[src/rtl/core_types_pkg.sv]
// Shared core types for the fetch predictor.
// Holds the LHT geometry and ASID width constants, the LHT hash mode, the
// context-update FSM states, and a small integer helper used when sizing
// chunked XOR folds.
package core_types_pkg;

   localparam int LHT_INDEX_WIDTH       = 8;
   localparam int ASID_WIDTH            = 9;
   localparam int LHT_ENTRIES_PER_BLOCK = 2;

   typedef enum logic {
      LHT_HASH_LEGACY = 1'b0,
      LHT_HASH_FOLD   = 1'b1
   } lht_hash_mode_t;

   typedef enum logic [1:0] {
      CTX_RUN   = 2'd0,
      CTX_DRAIN = 2'd1,
      CTX_SWAP  = 2'd2
   } lht_ctx_state_t;

   // Number of w-bit chunks needed to cover n bits.
   function automatic int ceil_div(input int n, input int w);
      return (n + w - 1) / w;
   endfunction

endpackage

[src/rtl/lht_index_fold.sv]
// Single-lane LHT index hash (purely combinational).
// Ports:
//   pc_i     [31:0]          fetch PC of this lane
//   asid_i   [ASID_W-1:0]    current address-space id
//   mode_i                   LEGACY: low PC index bits ^ folded ASID
//                            FOLD  : XOR of all index-wide chunks of PC[31:OFFSET] ^ folded ASID
//   index_o  [INDEX_WIDTH-1:0] resulting LHT index
module lht_index_fold
   import core_types_pkg::*;
#(
   parameter int INDEX_WIDTH = LHT_INDEX_WIDTH,
   parameter int OFFSET      = LHT_ENTRIES_PER_BLOCK + 1,
   parameter int ASID_W      = ASID_WIDTH
) (
   input  logic [31:0]            pc_i,
   input  logic [ASID_W-1:0]      asid_i,
   input  lht_hash_mode_t         mode_i,
   output logic [INDEX_WIDTH-1:0] index_o
);

   localparam int PC_BITS = 32 - OFFSET;
   localparam int NPC     = ceil_div(PC_BITS, INDEX_WIDTH);
   localparam int NAS     = ceil_div(ASID_W, INDEX_WIDTH);

   // Zero-extended copies so that the last (partial) chunk reads as zero-padded.
   logic [NPC*INDEX_WIDTH-1:0] pc_ext;
   logic [NAS*INDEX_WIDTH-1:0] asid_ext;
   logic [INDEX_WIDTH-1:0]     pc_fold;
   logic [INDEX_WIDTH-1:0]     asid_fold;

   // PC bits below OFFSET select within a fetch block and never reach the index.
   logic unused_pc_lsb;
   assign unused_pc_lsb = ^pc_i[OFFSET-1:0];

   always_comb begin
      pc_ext                = '0;
      pc_ext[PC_BITS-1:0]   = pc_i[31:OFFSET];
      asid_ext              = '0;
      asid_ext[ASID_W-1:0]  = asid_i;

      asid_fold = '0;
      for (int k = 0; k < NAS; k++) begin
         asid_fold = asid_fold ^ asid_ext[k*INDEX_WIDTH +: INDEX_WIDTH];
      end

      pc_fold = '0;
      for (int k = 0; k < NPC; k++) begin
         pc_fold = pc_fold ^ pc_ext[k*INDEX_WIDTH +: INDEX_WIDTH];
      end

      if (mode_i == LHT_HASH_FOLD) begin
         index_o = pc_fold ^ asid_fold;
      end else begin
         index_o = pc_ext[INDEX_WIDTH-1:0] ^ asid_fold;
      end
   end

endmodule

[src/rtl/lht_index_hash_pipe.sv]
// Multi-lane, 2-stage pipelined LHT index hash for the fetch predictor.
// S0 captures the lane PCs and mask on accept; the hash is computed from S0
// into S1, whose registers drive the response. ASID and hash mode live in
// context registers; a context update first drains the pipe so that every
// in-flight request is hashed entirely with the old context.
// Ports:
//   CLK, nRST                          clock, async active-low reset
//   req_valid/req_ready                request handshake
//   req_PC [LANES*32-1:0]              lane l at [l*32 +: 32]
//   req_lane_mask [LANES-1:0]          per-lane valid
//   resp_valid/resp_ready              response handshake
//   resp_index [LANES*INDEX_WIDTH-1:0] lane l at [l*INDEX_WIDTH +: INDEX_WIDTH]
//   resp_lane_mask [LANES-1:0]         mask passed through
//   ctx_update_valid/_ASID/_mode       context change request, held until ready
//   ctx_update_ready                   one-cycle pulse when the new context goes live
module lht_index_hash_pipe
   import core_types_pkg::*;
#(
   parameter int LANES       = 4,
   parameter int INDEX_WIDTH = LHT_INDEX_WIDTH,
   parameter int OFFSET      = LHT_ENTRIES_PER_BLOCK + 1,
   parameter int ASID_W      = ASID_WIDTH
) (
   input  logic                         CLK,
   input  logic                         nRST,
   input  logic                         req_valid,
   output logic                         req_ready,
   input  logic [LANES*32-1:0]          req_PC,
   input  logic [LANES-1:0]             req_lane_mask,
   output logic                         resp_valid,
   input  logic                         resp_ready,
   output logic [LANES*INDEX_WIDTH-1:0] resp_index,
   output logic [LANES-1:0]             resp_lane_mask,
   input  logic                         ctx_update_valid,
   input  logic [ASID_W-1:0]            ctx_update_ASID,
   input  logic                         ctx_update_mode,
   output logic                         ctx_update_ready
);

   // Context registers and FSM
   lht_ctx_state_t   state_q;
   logic [ASID_W-1:0] asid_q;
   lht_hash_mode_t   mode_q;
   logic             ctx_rdy_q;

   // Pipeline registers
   logic                         s0_valid_q, s0_valid_d;
   logic [LANES*32-1:0]          s0_pc_q,    s0_pc_d;
   logic [LANES-1:0]             s0_mask_q,  s0_mask_d;
   logic                         s1_valid_q, s1_valid_d;
   logic [LANES*INDEX_WIDTH-1:0] s1_index_q, s1_index_d;
   logic [LANES-1:0]             s1_mask_q,  s1_mask_d;

   logic s1_adv, s0_adv, req_fire, drain_done;
   logic [LANES*INDEX_WIDTH-1:0] lane_idx;

   assign s1_adv     = !s1_valid_q || resp_ready;
   assign s0_adv     = s0_valid_q && s1_adv;
   // An update request closes the input in the same cycle so no request can
   // slip in between the decision to drain and the context swap.
   assign req_ready  = (state_q == CTX_RUN) && !ctx_update_valid && (!s0_valid_q || s1_adv);
   assign req_fire   = req_valid && req_ready;
   // Pipe is empty as of the next edge: S0 empty and S1 empty or leaving now.
   assign drain_done = !s0_valid_q && (!s1_valid_q || resp_ready);

   assign resp_valid       = s1_valid_q;
   assign resp_index       = s1_index_q;
   assign resp_lane_mask   = s1_mask_q;
   assign ctx_update_ready = ctx_rdy_q;

   // ---- S0 -> S1: per-lane hash with the live context ----
   for (genvar l = 0; l < LANES; l++) begin : g_lane
      lht_index_fold #(
         .INDEX_WIDTH (INDEX_WIDTH),
         .OFFSET      (OFFSET),
         .ASID_W      (ASID_W)
      ) u_fold (
         .pc_i    (s0_pc_q[l*32 +: 32]),
         .asid_i  (asid_q),
         .mode_i  (mode_q),
         .index_o (lane_idx[l*INDEX_WIDTH +: INDEX_WIDTH])
      );
   end

   always_comb begin
      s0_valid_d = s0_valid_q;
      s0_pc_d    = s0_pc_q;
      s0_mask_d  = s0_mask_q;
      // req_fire already implies S0 is empty or moving on this cycle.
      if (req_fire) begin
         s0_valid_d = 1'b1;
         s0_pc_d    = req_PC;
         s0_mask_d  = req_lane_mask;
      end else if (s0_adv) begin
         s0_valid_d = 1'b0;
      end

      s1_valid_d = s1_valid_q;
      s1_index_d = s1_index_q;
      s1_mask_d  = s1_mask_q;
      if (s0_adv) begin
         s1_valid_d = 1'b1;
         s1_mask_d  = s0_mask_q;
         for (int l = 0; l < LANES; l++) begin
            s1_index_d[l*INDEX_WIDTH +: INDEX_WIDTH] =
               s0_mask_q[l] ? lane_idx[l*INDEX_WIDTH +: INDEX_WIDTH] : '0;
         end
      end else if (s1_adv) begin
         s1_valid_d = 1'b0;
      end
   end

   // ---- pipeline register update ----
   always_ff @(posedge CLK or negedge nRST) begin
      if (!nRST) begin
         s0_valid_q <= 1'b0;
         s0_pc_q    <= '0;
         s0_mask_q  <= '0;
         s1_valid_q <= 1'b0;
         s1_index_q <= '0;
         s1_mask_q  <= '0;
      end else begin
         s0_valid_q <= s0_valid_d;
         s0_pc_q    <= s0_pc_d;
         s0_mask_q  <= s0_mask_d;
         s1_valid_q <= s1_valid_d;
         s1_index_q <= s1_index_d;
         s1_mask_q  <= s1_mask_d;
      end
   end

   // ---- context FSM: RUN -> DRAIN -> SWAP -> RUN ----
   always_ff @(posedge CLK or negedge nRST) begin
      if (!nRST) begin
         state_q   <= CTX_RUN;
         asid_q    <= '0;
         mode_q    <= LHT_HASH_LEGACY;
         ctx_rdy_q <= 1'b0;
      end else begin
         ctx_rdy_q <= 1'b0;
         case (state_q)
            CTX_RUN: begin
               if (ctx_update_valid) state_q <= CTX_DRAIN;
            end
            CTX_DRAIN: begin
               // A withdrawn update leaves the context untouched.
               if (!ctx_update_valid) begin
                  state_q <= CTX_RUN;
               end else if (drain_done) begin
                  state_q   <= CTX_SWAP;
                  ctx_rdy_q <= 1'b1;
               end
            end
            CTX_SWAP: begin
               asid_q  <= ctx_update_ASID;
               mode_q  <= lht_hash_mode_t'(ctx_update_mode);
               state_q <= CTX_RUN;
            end
            default: state_q <= CTX_RUN;
         endcase
      end
   end

endmodule
[config.mk]
export PLATFORM = sky130hd
export DESIGN_NAME = lht_index_hash_pipe
export DESIGN_NICKNAME = d
export VERILOG_FILES = /design/src/rtl/core_types_pkg.sv /design/src/rtl/lht_index_fold.sv /design/src/rtl/lht_index_hash_pipe.sv
export SDC_FILE = /design/constraint.sdc
export NUM_CORES = 1
export LEC_CHECK = 0
export ABC_AREA = 1
export CAP_MARGIN = 20
export CORE_MARGIN = 5
export CORE_UTILIZATION = 41
export CTS_BUF_LIST = sky130_fd_sc_hd__clkbuf_16
export DETAILED_ROUTE_END_ITERATION = 12
export GPL_ROUTABILITY_DRIVEN = 1
export MAX_ROUTING_LAYER = met4
export PLACE_DENSITY = 0.67
export SLEW_MARGIN = 20
export SYNTH_ARGS = -nofsm -noshare
export SYNTH_HDL_FRONTEND = slang
export SYNTH_SLANG_ARGS = --single-unit
[constraint.sdc]
create_clock -name CLK -period 1.9 [get_ports CLK]
set_input_delay 0.285 -clock CLK [delete_from_list [all_inputs] [get_ports CLK]]
set_output_delay 0.285 -clock CLK [all_outputs]
set_load 0.01 [all_outputs]
Yosys cells after proc, flatten, opt, wreduce, memory -nomap -nowiden --
Index checks and enable logic that the tools add are counted.
Word-level totals: register bits 183, input port bits 147, output and inout port bits 39, logic and storage cells 68
Operators by class: equal/unequal tests 4, muxes and demuxes 19, bitwise operators 21, reduce and logical (&&, ||, !) cells 14
Operator list (number):
- bitwise XOR 8 bit | 16
- two-way mux 8 bit | 8
- bitwise XOR 8 x 5 -> 8 bit | 4
- bitwise XOR 8 x 1 -> 8 bit | 1
- two-way mux 1 bit | 7
- two-way mux 2 bit | 3
- logical AND 1 bit | 5
- case mux 2 bit (2 select lines) | 1
- nonzero test 2 bit | 2
- logical NOT 1 bit | 3
- inequality test 3 bit, second input constant | 1
- == test 2 x 1 -> 1 bit, second input constant | 1
- == test 2 bit, second input constant | 1
- logical NOT 2 bit | 1
- logical OR 1 bit | 2
- inequality test 2 bit, second input constant | 1
- AND reduction 2 bit | 1

Logic depth before layout (Yosys ltp) --
word-level depth 6, depth in mapped cells 9

Modules after synthesis --
A second synthesis with hierarchy kept.
Unflattened totals: cells, all modules 1196, area total of the unflattened synthesis 9242.6 µm²
Modules (own cells, without submodules):
- lht_index_hash_pipe | times used 1, cells an instance 808, area each 7370.8 µm², sequential area each 4579.4 µm²
- lht_index_fold | times used 4, cells an instance 97, area each 467.9 µm², sequential area each 0.0 µm²

Worst setup path before layout --
No wires, ideal clock.
kind register to register, start register s1_valid_q, in the netlist resp_valid, end register s0_mask_q[3], library setup time 0.124 ns, data arrival time 1.239 ns, required time 1.776 ns, setup slack 0.538 ns, stages on the path, launching flop included 8, period minus slack after synthesis 1.362 ns, path through dfrtp_1 nand3_1 and2_1 buf_4 nand2_4 buf_6 buf_2 a21oi_1
Between the ends: longest elaborated chain between the ends 5
Ends and longest elaborated chain:
- start, declared | RTL line lht_index_hash_pipe.sv:50 | logic s1_valid_q, s1_valid_d;
- start signal, assigned | RTL line lht_index_hash_pipe.sv:126 | s1_valid_q <= s1_valid_d;
- logical NOT 1 bit | RTL line lht_index_hash_pipe.sv:57 | assign s1_adv = !s1_valid_q || resp_ready;
- logical OR 1 bit | RTL line lht_index_hash_pipe.sv:57
- logical OR 1 bit | RTL line lht_index_hash_pipe.sv:61 | assign req_ready = (state_q == CTX_RUN) && !ctx_update_valid && (!s0_valid_q || s1_adv);
- logical AND 1 bit | RTL line lht_index_hash_pipe.sv:61
- logical AND 1 bit | RTL line lht_index_hash_pipe.sv:62 | assign req_fire = req_valid && req_ready;
- end signal, assigned | RTL line lht_index_hash_pipe.sv:125 | s0_mask_q <= s0_mask_d;
- end, declared | RTL line lht_index_hash_pipe.sv:49 | logic [LANES-1:0] s0_mask_q, s0_mask_d;
Every way passes these cells. A chain may end at the register's enable or synchronous reset.

Final worst setup path --
start register state_q[0], end output port req_ready
Between the ends: longest elaborated chain between the ends 3
Ends and longest elaborated chain:
- start, declared | RTL line lht_index_hash_pipe.sv:41 | lht_ctx_state_t state_q;
- start signal, assigned | RTL line lht_index_hash_pipe.sv:135 | state_q <= CTX_RUN;
- start signal, assigned | RTL line lht_index_hash_pipe.sv:143 | if (ctx_update_valid) state_q <= CTX_DRAIN;
- start signal, assigned | RTL line lht_index_hash_pipe.sv:148 | state_q <= CTX_RUN;
- logical NOT 2 bit | RTL line lht_index_hash_pipe.sv:61
- logical AND 1 bit (2 in a row) | RTL line lht_index_hash_pipe.sv:61
- end, declared | RTL line lht_index_hash_pipe.sv:27 | output logic req_ready,
Every way passes these cells.

==> impl_metrics.py <==
metrics = {
    "detailed_routing": {
        "routed_wl_um": 21000,
        "drc": 0,
        "wl_per_cell_um": 13.9,
        "drt_iter0_markers": 343,
        "dr_total_vias": 7173,
        "viasPerCell": 4.75,
        "met3_wirelength_um": 1320,
        "ant_nets": 0,
        "first_pass_iters": 5,
        "wl_met2_um": 9980,
        "m1WireLength_um": 9440,
        "top_layer_used": "met4",
    },
    "placement": {
        "io_buffers": 173,
        "dpl.hpwl_um": 15800,
        "placedCellCount": 1475,
        "routabilityCongestion": 0.831,
        "dpl_cell_area_um2": 10300,
    },
    "clocking": {
        "ctsLongestPathBuffers": 2,
        "clock_sinks": 171,
        "cts_tree": "built",
        "path_clk_slew_ps": 70,
        "cts-root-buf": "clkbuf_16",
        "clock_latency_ps": 420,
        "htreeDepth": 4,
        "post-cts-setup-buffers": 0,
        "cts_buffers": 17,
    },
    "floorplanning": {
        "core_um2": 19500,
        "dieWidth_um": 151,
        "die_h_um": 151,
        "dieArea_um2": 22800,
        "ios": 186,
        "rows": 51,
        "initial_core_util_pct": 41.7,
    },
    "critical_path": {
        "cp-start-kind": "register",
        "path_max_fanout": 6,
        "crit_chain": "nor3_2 -> and2_4 -> dlygate4sd2_1",
        "regToRegSetupSlack_ps": 310,
        "cpPeakStageDelay_ps": 400,
        "critPathRequiredTime_ps": 1620,
        "reg2reg_depth": 7,
        "reg2reg_from": "state_q[0]$_DFFE_PN0P_",
        "arrival_ps": 1480,
        "cp_slowest_cell": "dfrtp_1",
        "end_kind": "primary output",
        "critical_path_class": "register to primary output",
        "regToRegEndpoint": "s0_pc_q[23]$_DFFE_PN0P_",
    },
    "synthesis": {
        "yosysUniqueCellTypes": 24,
        "synth_cells": 1051,
        "yosys.area.top_type_share_pct": 52.6,
        "synth.area.top_cells": "dfrtp_1 (53%), nand2_1 (16%), nand3_1 (6.3%)",
        "ys_seq_area_share_pct": 52.6,
        "synth_area_leader_cell": "dfrtp_1",
        "syn_area_um2": 8140,
        "yosysWarnings": 0,
        "ys_seq_elements": 171,
        "synth_area_per_cell_um2": 7.75,
        "syn_nets": 1198,
    },
    "timing": {
        "fin_tns_setup_ps": 0,
        "period_needed_ps": 1770,
        "relSlewSlack_pct": 71.5,
        "rsz0062_at_grt": "false",
        "fin_skew_ps": 6.68,
        "finalHoldViolCount": 0,
        "tightest_slew_ps": 427,
        "finalCritPeriodShare_pct": 93.0,
        "max_freq_mhz": 566,
        "report.final.slew_viol_count": 0,
        "setup_viol": 0,
    },
    "grt": {
        "grt_pass1_vias": 7112,
        "grt_max_degree": 44,
        "grt_pass1_wl_um": 34300,
        "grt_util_all_layers_pct": 19.7,
        "antenna_found_initial": 2,
        "gr-total-overflow": 0,
    },
    "finish": {
        "fillCellCount": 1802,
        "fin_area_um2": 10900,
        "fin_cells": 1510,
        "fin_nets": 1377,
        "synthToLayoutAreaGrowth_pct": 33.5,
        "layout_commonest_cell": "nand2_1",
        "final_util_pct": 55.7,
        "drive_above_1_share_pct": 5.71,
        "mostFrequentLayoutCells": "nand2_1 (340), clkdlybuf4s50_1 (171), dfrtp_1 (170)",
    },
    "worst_hold_path": {
        "hold_path_class": "input pin to async pin",
    },
    "pwr": {
        "pwr-share-clk_pct": 23.6,
        "combPwrFrac_pct": 37.0,
        "switching_share_pct": 35.7,
        "p_leak_nw": 5.58,
        "vdd_drop_max_mv": 0.662,
        "power.switching_w": 0.00506,
        "fin_total_pwr_w": 0.0142,
        "pwr-share-seq_pct": 39.4,
        "p_int_w": 0.00910,
        "power_density_nw_per_um2": 1300,
    },
    "outcome": {
        "status": "completed",
    },
    "job": {
        "cap_violations": 0,
    },
}
==> through the flow <==
stage / setup slack (ps) / hold slack, ps
after floorplan: 538 / -10.6
after global placement: -150 / 235
after detailed placement: -152 / 240
after CTS: 79.0 / 355
after global routing: 63.3 / 378
final: 133 / 353
==> metal layers <==
layer  GRT usage, %  vias up
met4           5.39        0
met2           31.9      166
met5              -        -
li1               -     3637
met1           25.4     3349
met3           4.19       21
==> sequential cells by signal (all words and copies together), names as in the netlist <==
name	count
s0_pc_q	116
resp_index	32
asid_q	9
resp_lane_mask	4
s0_mask_q	4
state_q	2
ctx_update_ready	1
mode_q	1
resp_valid	1
s0_valid_q	1
==> layout make-up <==
class | instances | area, um^2 | area share, %
Clock inverter | 15 | 136 | 1.25
Antenna cell | 2 | 5.00 | 0.0460
Sequential cell | 171 | 4280 | 39.4
Inverter | 116 | 435 | 4.01
Timing Repair Buffer | 206 | 2070 | 19.0
Multi-Input combinational cell | 718 | 3190 | 29.3
Clock buffer | 17 | 425 | 3.91
Tap cell | 265 | 332 | 3.05
==> power by group through the flow <==
stage / logic, W / registers, W / clock network, W
finish: 0.00524 / 0.00558 / 0.00333
global route: 0.00594 / 0.00574 / 0.00357
CTS: 0.00532 / 0.00559 / 0.00341
detailed placement: 0.00529 / 0.00564 / 0
global placement: 0.00515 / 0.00560 / 0
floorplan: 0.00322 / 0.00557 / 0
==> critical path, delay by kind of cell (launching register included) <==
kind | cells | cell delay (ps)
DFF | 1 | 400
and+or+nand+nor | 2 | 380
buffers and inverters | 1 | 280
==> cells in the mapped netlist <==
cell type and number:
o21ai_0 9, buf_1 3, and2_1 1, mux2_2 4, nand3_1 102, nand3b_1 3
nor2_1 120, or2_2 1, clkbuf_1 13, buf_6 6, o21ai_1 3, dfrtp_1 171
nor3_1 1, buf_2 20, a21oi_1 91, xnor2_1 12, nand4_1 16, nand2_4 1
buf_4 4, xor2_1 12, inv_1 115, nand2_1 341, nor2_2 1, inv_2 1
==> worst max-delay path by stage <==
stage	to	slack, ps	startpoint
floorplan	s0_mask_q[3]$_DFFE_PN0P_	540	resp_valid$_DFFE_PN0P_
global placement	req_ready	-150	resp_ready
detailed placement	s0_pc_q[23]$_DFFE_PN0P_	-150	resp_ready
CTS	req_ready	80	state_q[0]$_DFFE_PN0P_
global route	req_ready	60	state_q[0]$_DFFE_PN0P_
finish	req_ready	130	state_q[0]$_DFFE_PN0P_
==> cells by family (layout without fill, tap and decap cells) <==
logic type                after synthesis  count (layout)  share of synthesized area (%)
AOI/OAI and AO/OA                     103             103                           6.33
xor gates and xnor gates               24              24                           2.58
and+or+nand+nor                       587             587                           29.5
other                                   0               2                              0
buffers and inverters                 162             354                           8.51
muxes                                   4               4                          0.553
DFF                                   171             171                           52.6
==> repair_timing <==
| action | in CTS | in global routing |
|---|---|---|
| gates resized for setup | 3 | 1 |
| pin swaps | 1 | 0 |
| endpoints found under the setup margin | 1 | 1 |
| hold endpoints to repair | 38 | 0 |
| hold buffers | 1 | 0 |
Note: power is estimated with default switching activity, not from simulation.
